File: config.mk
export PLATFORM = sky130hd
export DESIGN_NAME = electron_clk_gen
export DESIGN_NICKNAME = d
export VERILOG_FILES = /design/src/rtl/electron_clk_gen.sv
export SDC_FILE = /design/constraint.sdc
export NUM_CORES = 1
export LEC_CHECK = 0
export BUFFER_PORTS_ARGS = -buffer_cell sky130_fd_sc_hd__buf_2
export CORE_MARGIN = 1
export CORE_UTILIZATION = 50
export CTS_CLUSTER_SIZE = 28
export DETAILED_ROUTE_END_ITERATION = 12
export PLACE_DENSITY_LB_ADDON = 0.2
export SYNTH_ARGS = -nofsm -noshare
export SYNTH_HDL_FRONTEND = slang
export SYNTH_SLANG_ARGS = --single-unit
File: constraint.sdc
create_clock -name master_clk_in -period 2 [get_ports master_clk_in]
set_clock_uncertainty 0.15 [all_clocks]
set_input_delay 0.5 -clock master_clk_in [delete_from_list [all_inputs] [get_ports master_clk_in]]
set_output_delay 0.5 -clock master_clk_in [all_outputs]
set_load 0.01 [all_outputs]
File: src/rtl/electron_clk_gen.sv
// Electron phi0 generator: stretches each CPU cycle by address region (ROM fast, IO slot-aligned, RAM slot-aligned and contended).
// Optional macro TURBO_RAM_EN lets the turbo card run 0x0000-0x2FFF at full speed when turbo_ram is high.
module electron_clk_gen #(
    parameter int LOW_TICKS  = 4,
    parameter int HIGH_TICKS = 4,
    parameter int SLOT_LEN   = 16,
    parameter int SLOT_GRANT = 11
) (
    input  logic       master_clk_in,
    input  logic       reset,
    input  logic [7:0] cpu_address,
    input  logic       cpu_rw,
    input  logic       ram_contend,
    input  logic       turbo_ram,
    output logic       cpu_clk_out,
    output logic [1:0] cycle_type,
    output logic       ram_grant,
    output logic       cycle_done
);

    localparam int SW = (SLOT_LEN > 1) ? $clog2(SLOT_LEN) : 1;
    localparam int CW = 8;

    localparam logic [1:0] ST_LOW  = 2'd0;
    localparam logic [1:0] ST_WAIT = 2'd1;
    localparam logic [1:0] ST_HIGH = 2'd2;

    localparam logic [1:0] CT_FAST = 2'b00;
    localparam logic [1:0] CT_IO   = 2'b01;
    localparam logic [1:0] CT_RAM  = 2'b10;

    localparam logic [CW-1:0] LOW_LAST   = CW'(LOW_TICKS - 1);
    localparam logic [CW-1:0] HIGH_LAST  = CW'(HIGH_TICKS - 1);
    localparam logic [SW-1:0] SLOT_LAST  = SW'(SLOT_LEN - 1);
    localparam logic [SW-1:0] SLOT_GRANT_V = SW'(SLOT_GRANT);

    function automatic logic [1:0] decode_region(input logic [7:0] addr);
        logic [1:0] region;
        if (addr <= 8'h7F) begin
            region = CT_RAM;
        end else if ((addr >= 8'hFC) && (addr <= 8'hFE)) begin
            region = CT_IO;
        end else begin
            region = CT_FAST;
        end
        return region;
    endfunction

    logic [1:0]    state_q, state_d;
    logic [CW-1:0] low_cnt_q, low_cnt_d;
    logic [CW-1:0] high_cnt_q, high_cnt_d;
    logic [SW-1:0] slot_cnt_q, slot_cnt_d;
    logic [1:0]    cycle_type_q, cycle_type_d;
    logic          cpu_clk_out_q, cpu_clk_out_d;
    logic          ram_grant_q, ram_grant_d;
    logic          cycle_done_q, cycle_done_d;
    logic [1:0]    region_s;
    logic          at_grant_s;
    logic          unused_inputs_s;

    // cpu_rw is only observed by the bench; turbo_ram matters only in the turbo build
    assign unused_inputs_s = cpu_rw ^ turbo_ram;

    // Region of the current address, with the turbo override when enabled
    always_comb begin
`ifdef TURBO_RAM_EN
        if (turbo_ram && (cpu_address <= 8'h2F)) begin
            region_s = CT_FAST;
        end else begin
            region_s = decode_region(cpu_address);
        end
`else
        region_s = decode_region(cpu_address);
`endif
    end

    // Next-state logic for the phi0 sequencer and the free-running slot counter
    always_comb begin
        state_d      = state_q;
        low_cnt_d    = low_cnt_q;
        high_cnt_d   = high_cnt_q;
        cycle_type_d = cycle_type_q;
        at_grant_s   = (slot_cnt_q == SLOT_GRANT_V);
        if (slot_cnt_q == SLOT_LAST) begin
            slot_cnt_d = {SW{1'b0}};
        end else begin
            slot_cnt_d = slot_cnt_q + SW'(1);
        end

        case (state_q)
            ST_LOW: begin
                if (low_cnt_q == LOW_LAST) begin
                    low_cnt_d    = {CW{1'b0}};
                    cycle_type_d = region_s;
                    if (region_s == CT_FAST) begin
                        state_d = ST_HIGH;
                    end else if (at_grant_s && ((region_s == CT_IO) || !ram_contend)) begin
                        state_d = ST_HIGH;
                    end else begin
                        state_d = ST_WAIT;
                    end
                end else begin
                    low_cnt_d = low_cnt_q + CW'(1);
                end
            end
            ST_WAIT: begin
                // A contended RAM grant point simply falls through to the next slot
                if (at_grant_s && ((cycle_type_q == CT_IO) || !ram_contend)) begin
                    state_d = ST_HIGH;
                end else begin
                    state_d = ST_WAIT;
                end
            end
            ST_HIGH: begin
                if (high_cnt_q == HIGH_LAST) begin
                    high_cnt_d = {CW{1'b0}};
                    state_d    = ST_LOW;
                end else begin
                    high_cnt_d = high_cnt_q + CW'(1);
                end
            end
            default: begin
                state_d    = ST_LOW;
                low_cnt_d  = {CW{1'b0}};
                high_cnt_d = {CW{1'b0}};
            end
        endcase

        cpu_clk_out_d = (state_d == ST_HIGH);
        ram_grant_d   = (state_d == ST_HIGH) && (cycle_type_d == CT_RAM);
        cycle_done_d  = (state_q == ST_HIGH) && (state_d == ST_LOW);
    end

    // State, counters and registered outputs
    always_ff @(posedge master_clk_in) begin
        if (reset) begin
            state_q       <= ST_LOW;
            low_cnt_q     <= {CW{1'b0}};
            high_cnt_q    <= {CW{1'b0}};
            slot_cnt_q    <= {SW{1'b0}};
            cycle_type_q  <= CT_FAST;
            cpu_clk_out_q <= 1'b0;
            ram_grant_q   <= 1'b0;
            cycle_done_q  <= 1'b0;
        end else begin
            state_q       <= state_d;
            low_cnt_q     <= low_cnt_d;
            high_cnt_q    <= high_cnt_d;
            slot_cnt_q    <= slot_cnt_d;
            cycle_type_q  <= cycle_type_d;
            cpu_clk_out_q <= cpu_clk_out_d;
            ram_grant_q   <= ram_grant_d;
            cycle_done_q  <= cycle_done_d;
        end
    end

    assign cpu_clk_out = cpu_clk_out_q;
    assign cycle_type  = cycle_type_q;
    assign ram_grant   = ram_grant_q;
    assign cycle_done  = cycle_done_q;

endmodule

[After elaboration in Yosys (flattened, before gate mapping)]
Cells that the tools add are included.
Word-level totals
  register bits after elaboration: 27
  input bits: 13
  word-level logic and storage cells: 52
Operators by class
  $add $sub $neg: 3
  $lt $le $gt $ge: 3
  eq/ne operators: 10
  multiplexer cells: 14
  reduce and logical (&&, ||, !) cells: 14
Operators with widths (number)
  8-bit one-hot mux with 2 select lines: 2
  8-bit by 1-bit adder with 8-bit output (second input constant): 2
  8-bit by 2-bit == test with 1-bit output (second input constant): 2
  2-bit 2-to-1 mux: 8
  8-bit 2-to-1 mux: 2
  4-bit == test (second input constant): 2
  8-bit >= comparator (second input constant): 1
  8-bit by 7-bit less-or-equal comparator with 1-bit output (second input constant): 1
  8-bit less-or-equal comparator (second input constant): 1
  2-bit by 1-bit == test with 1-bit output (second input constant): 3
  2-bit == test (second input constant): 3
  2-bit logical NOT: 3
  2-bit one-hot mux with 3 select lines: 1
  2-bit OR reduction: 3
  1-bit logical AND: 5
  4-bit by 1-bit adder with 4-bit output (second input constant): 1
  1-bit logical OR: 2
  1-bit logical NOT: 1
  1-bit 2-to-1 mux: 1

[Longest topological paths before layout]
Gate-level depths: netlist (run 1).
  depth in word-level cells: 13
  depth in mapped cells: 7

[Least setup slack after synthesis (run 1)]
OpenSTA, ideal clock, no wires.
  kind: reg-to-reg
  start point: register low_cnt_q[0]
  end point: register ram_grant_q, in the netlist ram_grant
  library setup time: 0.073 ns
  arrival time: 1.747 ns
  data required time: 1.777 ns
  slack: 0.030 ns
  stages on the path, launching flop included: 8
  clock period less this slack: 1.970 ns
  cells stage by stage: dfxtp_1 > ha_1 > nor4b_2 > and3_1 > buf_6 > mux2i_1 > or4_4 > nor3_2
Between the ends
  longest elaborated chain between the ends: 5
  elaborated cells between the ends (all ways): 8
RTL lines
  start: declaration: line 50  | logic [CW-1:0] low_cnt_q, low_cnt_d;
  start signal: assignment: line 138  | low_cnt_q <= {CW{1'b0}};
  start signal: assignment: line 147  | low_cnt_q <= low_cnt_d;
  8-bit by 2-bit == test with 1-bit output *: line 92  | if (low_cnt_q == LOW_LAST) begin
  2-bit 2-to-1 mux: line 92
  2-bit one-hot mux with 3 select lines or 2-bit 2-to-1 mux (tied branches): line 90  | case (state_q)
  2-bit == test: line 130  | ram_grant_d = (state_d == ST_HIGH) && (cycle_type_d == CT_RAM);
  1-bit logical AND *: line 130
  end signal: assignment: line 152  | ram_grant_q <= ram_grant_d;
  end: declaration: line 55  | logic ram_grant_q, ram_grant_d;
Every way passes the cells marked *; elsewhere a longest branch is shown, timed or not.
A chain may end at the register's enable or synchronous reset.

[Worst setup path in the final report (run 1)]
  start point: register low_cnt_q[1]
  end point: register ram_grant_q, in the netlist ram_grant
Same word-level chain as after synthesis.

==> results by group, run 1 <==
Drt
  • Vias per cell: 5.42
  • Final ANT Viol Nets: 0
  • DRT iter0 DRCs: 13
  • Routed Wire Length: 2.65 mm
  • Via count: 1154
  • WL/cell: 12.5 um
  • DRC Markers: 0
  • 1st-pass router iterations: 5

Timing
  • # setup viols final: 0
  • Crit share post-route: 0.950
  • Final setup margin: 0.101 ns
  • Tmin final: 1.90 ns
  • Slew headroom: 0.790
  • Final Hold Viols: 0
  • Max Freq: 526 MHz
  • RSZ-0062 raised after global routing: false
  • Max Slew Vio Count: 0
  • Least-Margin Pin Slew: 0.311 ns

Floorplan
  • Die area: 2850 um^2
  • Die X: 53.4 um
  • Cell row count: 18
  • Core Region: 2480 um^2
  • Initial core utilization: 0.533
  • Ports: 18
  • Die Y: 53.4 um

Run
  • Max_cap viols: 0

Synth
  • Post-synth top flop: dfxtp_1
  • Mapped Avg Cell Area: 8.92 um^2
  • #FFs+latches synth: 27
  • Post-synth top area share: 0.409
  • Post-synth net total: 168
  • Synth Area in Compound Gates: 0.137
  • Share of flip-flops with an asynchronous set or reset: 0
  • Ys Warns: 0
  • Mux contribution to synthesized area: 0.0152
  • Post-synth top cells: 27 x dfxtp_1, 18 x nor2_1, 11 x nand2_1
  • Synth area leaders: dfxtp_1 41%, ha_1 6.6%, xor2_1 6.0%, nor2_1 5.1%, nand2_1 3.1%
  • Post-synthesis adder-cell area fraction: 0.0664
  • Most used standard cell by instance count after synthesis: dfxtp_1
  • Post-Synth Simple-Gate Area: 0.258
  • Synth Instances: 148
  • Synth area leader: dfxtp_1
  • Synth Area in XOR/XNOR: 0.0796
  • Cell Area, Synth: 1320 um^2
  • Main combinational cell family by area after synthesis: simple AND/OR/NAND/NOR gates
  • Sequential fraction of the synthesis area: 0.409
  • Post-synth cell types: 42
  • EDFF count, synth: 0

Power
  • Worst vdd ir: 630 uV
  • Leakage power: 0.676 nW
  • Pwr dens: 888 nW/um^2

Worst hold path
  • Hold path cells: 1
  • HP Class: reg2reg

Critical path
  • Required time of the critical path: 2.12 ns
  • Startpoint Class: flop
  • Critical path peak fanout: 3
  • Origin of the critical flop-to-flop path: low_cnt_q[1]
  • Reg-to-Reg End: ram_grant
  • Slowest cell on crit path: or4_4
  • Crit path largest cell delay: 0.48 ns
  • Crit Path Class: reg2reg
  • Crit end category: flop
  • Critical path data arrival time: 2.02 ns
  • CP Launch Point: low_cnt_q[1]
  • Critical path, cell by cell: ha_1 > nor4b_4 > and3_2 > mux2i_1 > or4_4 > nor3_2
  • Reg2Reg Setup Slack: 0.10 ns
  • Worst setup path end: ram_grant
  • Reg2Reg Depth: 6

Clock tree
  • Cts bufs inserted: 3
  • CTS Buffer Depth: 2
  • Clock latency on the worst-skew pair: 0.32 ns
  • Clk root buf: clkbuf_4
  • TritonCTS clock tree: done
  • H-Tree Depth: 1
  • Clk slew on worst S/H paths: 0.14 ns
  • Clk sinks: 27

Cells and area
  • Design area: 1620 um^2
  • Final nets: 204
  • ANT cells: 0
  • Fillers: 218
  • Area grow syn2layout: 22.7%
  • Share of layout cells above drive strength 1: 0.273

Global route
  • GRT Total Usage: 0.221
  • First-pass GRT wire length: 4.60 mm
  • Vias in the first global route: 1101
  • Largest net degree at the start of global routing: 15
  • Grt ovf: 0
  • Initial antenna violation count: 0

Place
  • Post-DP Area: 1550 um^2
  • IO buf count: 15
  • Gpl congestion: 0.792
  • Setup WS pre-CTS: -0.0998 ns
  • HPWL after DPL: 1.98 mm

Status
  • Status: complete, no violations
## critical path: cells and delay by family, from the launching register on
family,cells,cell delay [ns]
mux,1,0.11
fa+ha+maj,1,0.16
simple gates,4,1.06
flops,1,0.36
## registers in the layout (all words and copies together) (netlist names)
name and cells:
high_cnt_q 8, slot_cnt_q 4, cycle_type 2, ram_grant 1, cycle_done 1, state_q 2, low_cnt_q 8, cpu_clk_out 1
## timing repair
item / in CTS / in global routing
gates resized for setup: 1 / 11
pin swaps: 0 / 1
endpoints found under the setup margin: 3 / 12
hold buffers: 0 / 0
buffers inserted: 0 / 0
## layer usage
layer | vias to the layer above | GRT usage | wire, um
met1 | 537 | 0.270 | 1200
met4 | 0 | 0.0658 | 27
li1 | 587 | - | -
met5 | - | 0 | 0
met2 | 26 | 0.396 | 1360
met3 | 4 | 0.0259 | 73
## through the flow
step                instances  utilization  setup TNS (ns)  hold slack [ns]  total power [W]
finish                    213        0.654               0            0.337          0.00144
global route              213        0.654               0            0.353          0.00154
CTS                       213        0.640               0            0.336          0.00141
detailed placement        209        0.627          -0.138            0.307          0.00117
global placement          209        0.627               0            0.302          0.00115
floorplan                 148            -               0            0.287         0.000954
## cell type report
type | instances | area [um^2] | share of cell area
clock buffer | 4 | 26.3 | 0.0162
inverter | 8 | 30.0 | 0.0185
multi-input combinational | 111 | 771 | 0.476
sequential | 27 | 544 | 0.336
tap | 30 | 37.5 | 0.0232
timing repair buffer | 33 | 210 | 0.130
## where the power goes
part | internal (W) | switching, W
clock | 0.0000781 | 0.000158
combinational | 0.000279 | 0.000314
sequential | 0.000582 | 0.0000261
total | 0.000940 | 0.000498
## kinds of logic after synthesis
kind of cell,count (synthesis)
buffers and inverters,10
adders and majority gates,7
and+or+nand+nor,62
xor gates and xnor gates,12
DFF,27
AOI/OAI and AO/OA,28
muxes,2
## layout by cell type (no fill, tap or decap), drive strengths merged, types with 3 or more instances in the layout
master	instances
buf	33
dfxtp	27
nor2	18
nand2	11
xor2	9
inv	8
a21oi	8
ha	7
o21ai	6
nand3	5
clkbuf	4
nor3	4
nand4	3
nand3b	3
xnor2	3
nor2b	3
and2	3
## worst min path at each step
| stage | start | to | slack (ns) |
|---|---|---|---|
| 2_1_floorplan | slot_cnt_q[0] | slot_cnt_q[0] | 0.29 |
| 5_1_grt | reset | low_cnt_q[1] | 0.35 |
| 6_report | slot_cnt_q[0] | slot_cnt_q[0] | 0.34 |
| 3_5_place_dp | slot_cnt_q[0] | slot_cnt_q[0] | 0.31 |
| 3_3_place_gp | slot_cnt_q[0] | slot_cnt_q[0] | 0.30 |
| 4_1_cts | slot_cnt_q[0] | slot_cnt_q[0] | 0.34 |
Note: power is estimated with default switching activity, not from simulation.
==> inputs of run 2 (changes only) <==
- PLACE_DENSITY: default -> 0.76
- PLACE_DENSITY_LB_ADDON: 0.2 -> default
- RECOVER_POWER: default -> 25
==> run 2 against run 1 <==
Count of clock-buffer cells in the layout down 1. Setup slack worse by 0.034 ns. Total power up 2.5%. Non-clock buffer count down 2. Register-to-register slack worse by 0.03 ns. Cell area down 0.39%. Final cell count down 0.94%. Clock power up 3%. Die area unchanged. Hold slack worse by 0.0063 ns. First-iteration DRC count up 15%. Critical path depth unchanged. Highest routed layer unchanged.
==> results by group, run 2 (synthesis results as in run 1) <==
Worst hold path
  • Hold Path End: slot_cnt_q[0]
  • Hold Startpoint: slot_cnt_q[0]
  • Hold path cells: 1 (unchanged)
  • HP Class: reg2reg

Cells and area
  • Final core utilization: 0.651 (-0.00252)
  • Share of layout cells above drive strength 1: 0.249 (-0.0246)
  • Post-Layout Cell Count: 211 (-0.94%)
  • Regs by FF count: high_cnt_q (8), low_cnt_q (8), slot_cnt_q (4)
  • Most frequent cells in the layout: 25 x dfxtp_1, 18 x nor2_1, 16 x buf_4
  • Area grow syn2layout: 22.2%
  • Register area: 543 um^2 (-0.23%)
  • Multi-input logic area: 781 um^2 (+1.3%)
  • Final nets: 202 (-0.98%)
  • Most common cell after layout, fill and taps aside: dfxtp_1
  • ANT cells: 0 (unchanged)
  • Fillers: 219 (+0.46%)

Critical path
  • Startpoint Class: flop
  • Origin of the critical flop-to-flop path: low_cnt_q[0]
  • Required time of the critical path: 2.12 ns (about the same)
  • Crit end category: flop
  • Crit Path Class: reg2reg
  • Reg2Reg Depth: 6 (unchanged)
  • Critical path, cell by cell: ha_4 > nor4b_4 > and3_4 > mux2i_1 > or4_4 > nor3_2
  • Reg2Reg Setup Slack: 0.07 ns (-0.03 ns)
  • Critical path data arrival time: 2.06 ns (+0.04 ns)
  • Crit path largest cell delay: 0.49 ns (about the same)
  • CP delay by family, top: simple AND/OR/NAND/NOR gates
  • Worst Path Buf+Inv: 0 (unchanged)
  • Critical path peak fanout: 3 (unchanged)
  • Reg-to-Reg End: ram_grant
  • Slowest cell on crit path: or4_4

Timing
  • Least-Margin Pin Slew: 0.328 ns (+0.0171 ns)
  • Tmin final: 1.93 ns (+0.0341 ns)
  • Slew headroom: 0.781 (-0.00898)
  • Hold_ws: 0.331 ns (-0.00634 ns)
  • Max Freq: 517 MHz (-1.8%)
  • Final Hold Viols: 0 (unchanged)
  • Max Slew Vio Count: 0 (unchanged)
  • Crit share post-route: 0.967 (+0.0171)
  • # setup viols final: 0 (unchanged)
  • RSZ-0062 raised after global routing: true

Floorplan
  • Die area: 2850 um^2 (unchanged)
  • Core Region: 2480 um^2 (unchanged)
  • Initial core utilization: 0.533 (unchanged)
  • Ports: 18 (unchanged)
  • Die X: 53.4 um (unchanged)
  • Cell row count: 18 (unchanged)
  • Die Y: 53.4 um (unchanged)

Clock tree
  • Clk slew on worst S/H paths: 0.15 ns (about the same)
  • Clock latency on the worst-skew pair: 0.34 ns (+0.02 ns)
  • H-Tree Depth: 1 (unchanged)
  • Cts bufs inserted: 3 (unchanged)
  • Postcts setup bufs: 0 (unchanged)
  • CTS Buffer Depth: 2 (unchanged)
  • Clk sinks: 27 (unchanged)
  • Clk root buf: clkbuf_4
  • TritonCTS clock tree: done

Run
  • Max_cap viols: 0 (unchanged)

Global route
  • Grt ovf: 0 (unchanged)
  • Initial antenna violation count: 0 (unchanged)
  • Largest net degree at the start of global routing: 17 (+2)
  • GRT Total Usage: 0.235 (+0.0139)
  • First-pass GRT wire length: 4.77 mm (+3.9%)
  • Vias in the first global route: 1143 (+3.8%)

Drt
  • Via count: 1187 (+2.9%)
  • 1st-pass router iterations: 4 (-1)
  • DRC Markers: 0 (unchanged)
  • Final ANT Viol Nets: 0 (unchanged)
  • Routed Wire Length: 2.88 mm (+8.5%)
  • Vias per cell: 5.63 (+3.8%)
  • DRT iter0 DRCs: 15 (+2)
  • WL/cell: 13.6 um (+9.5%)

Status
  • Status: complete, no violations

Power
  • Leakage power: 0.645 nW (-4.6%)
  • Pwr dens: 914 nW/um^2 (+2.9%)
  • Worst vdd ir: 649 uV (+3.1%)

Place
  • Gpl congestion: 0.828 (+4.5%)
  • IO buf count: 15 (unchanged)
  • Inst Count DP: 207 (-0.96%)
  • HPWL after DPL: 2.17 mm (+9.6%)
-- run 2: changes by cell type in the layout (fill, tap and decap cells not counted), moves of 2 or more --
cell / previous run / this run
clkbuf_1: 1 / 3
buf_4: 18 / 16
ha_1: 7 / 5
buf_2: 15 / 12
-- run 2: area by class of cell --
| cell class | count | area share |
|---|---|---|
| inverter | 8 | 0.0186 |
| tap | 30 | 0.0233 |
| clock buffer | 3 | 0.0140 |
| timing repair buffer | 31 | 0.119 |
| multi-input combinational | 111 | 0.484 |
| sequential | 27 | 0.337 |
| clock inverter | 1 | 0.00465 |
-- run 2: timing repair --
item	CTS	global route
hold buffers	0	0
gates cloned	0	0
pin swaps	0	2
gates resized for setup	5	6
setup endpoints to repair	3	4
-- run 2: per-layer routing --
| layer | track usage | routed length, um | vias up |
|---|---|---|---|
| met3 | 0.0517 | 75 | 9 |
| met4 | 0.0658 | 80 | 0 |
| li1 | - | - | 586 |
| met1 | 0.225 | 1130 | 573 |
| met2 | 0.479 | 1600 | 19 |
| met5 | 0 | 0 | - |
-- run 2: how the worst max path moves through the flow --
stage / depth (start not counted) / end / from / slack (ns)
3_5_place_dp: 6 / state_q[1] / high_cnt_q[0] / -0.15
4_1_cts: 6 / ram_grant / low_cnt_q[1] / 0.03
6_report: 6 / ram_grant / low_cnt_q[0] / 0.07
3_3_place_gp: 6 / state_q[1] / high_cnt_q[0] / 0.0008
2_1_floorplan: 7 / ram_grant / low_cnt_q[0] / 0.03
5_1_grt: 8 / high_cnt_q[7] / state_q[0] / -0.05
-- run 2: through the flow --
| step | power [W] | setup slack (ns) | cell area, um^2 | TNS, ns |
|---|---|---|---|---|
| after global routing | 0.00157 | -0.0530 | 1610 | -0.0605 |
| after floorplan | 0.000954 | 0.0298 | 1320 | 0 |
| final | 0.00147 | 0.0664 | 1610 | 0 |
| after CTS | 0.00143 | 0.0292 | 1590 | 0 |
| after detailed placement | 0.00118 | -0.150 | 1540 | -0.436 |
| after global placement | 0.00115 | 0.000778 | 1540 | 0 |
-- run 2: power by group --
part           total, W  switching (W)  internal, W
registers      0.000616      0.0000338     0.000582
clock network  0.000244       0.000167    0.0000768
logic          0.000614       0.000320     0.000294
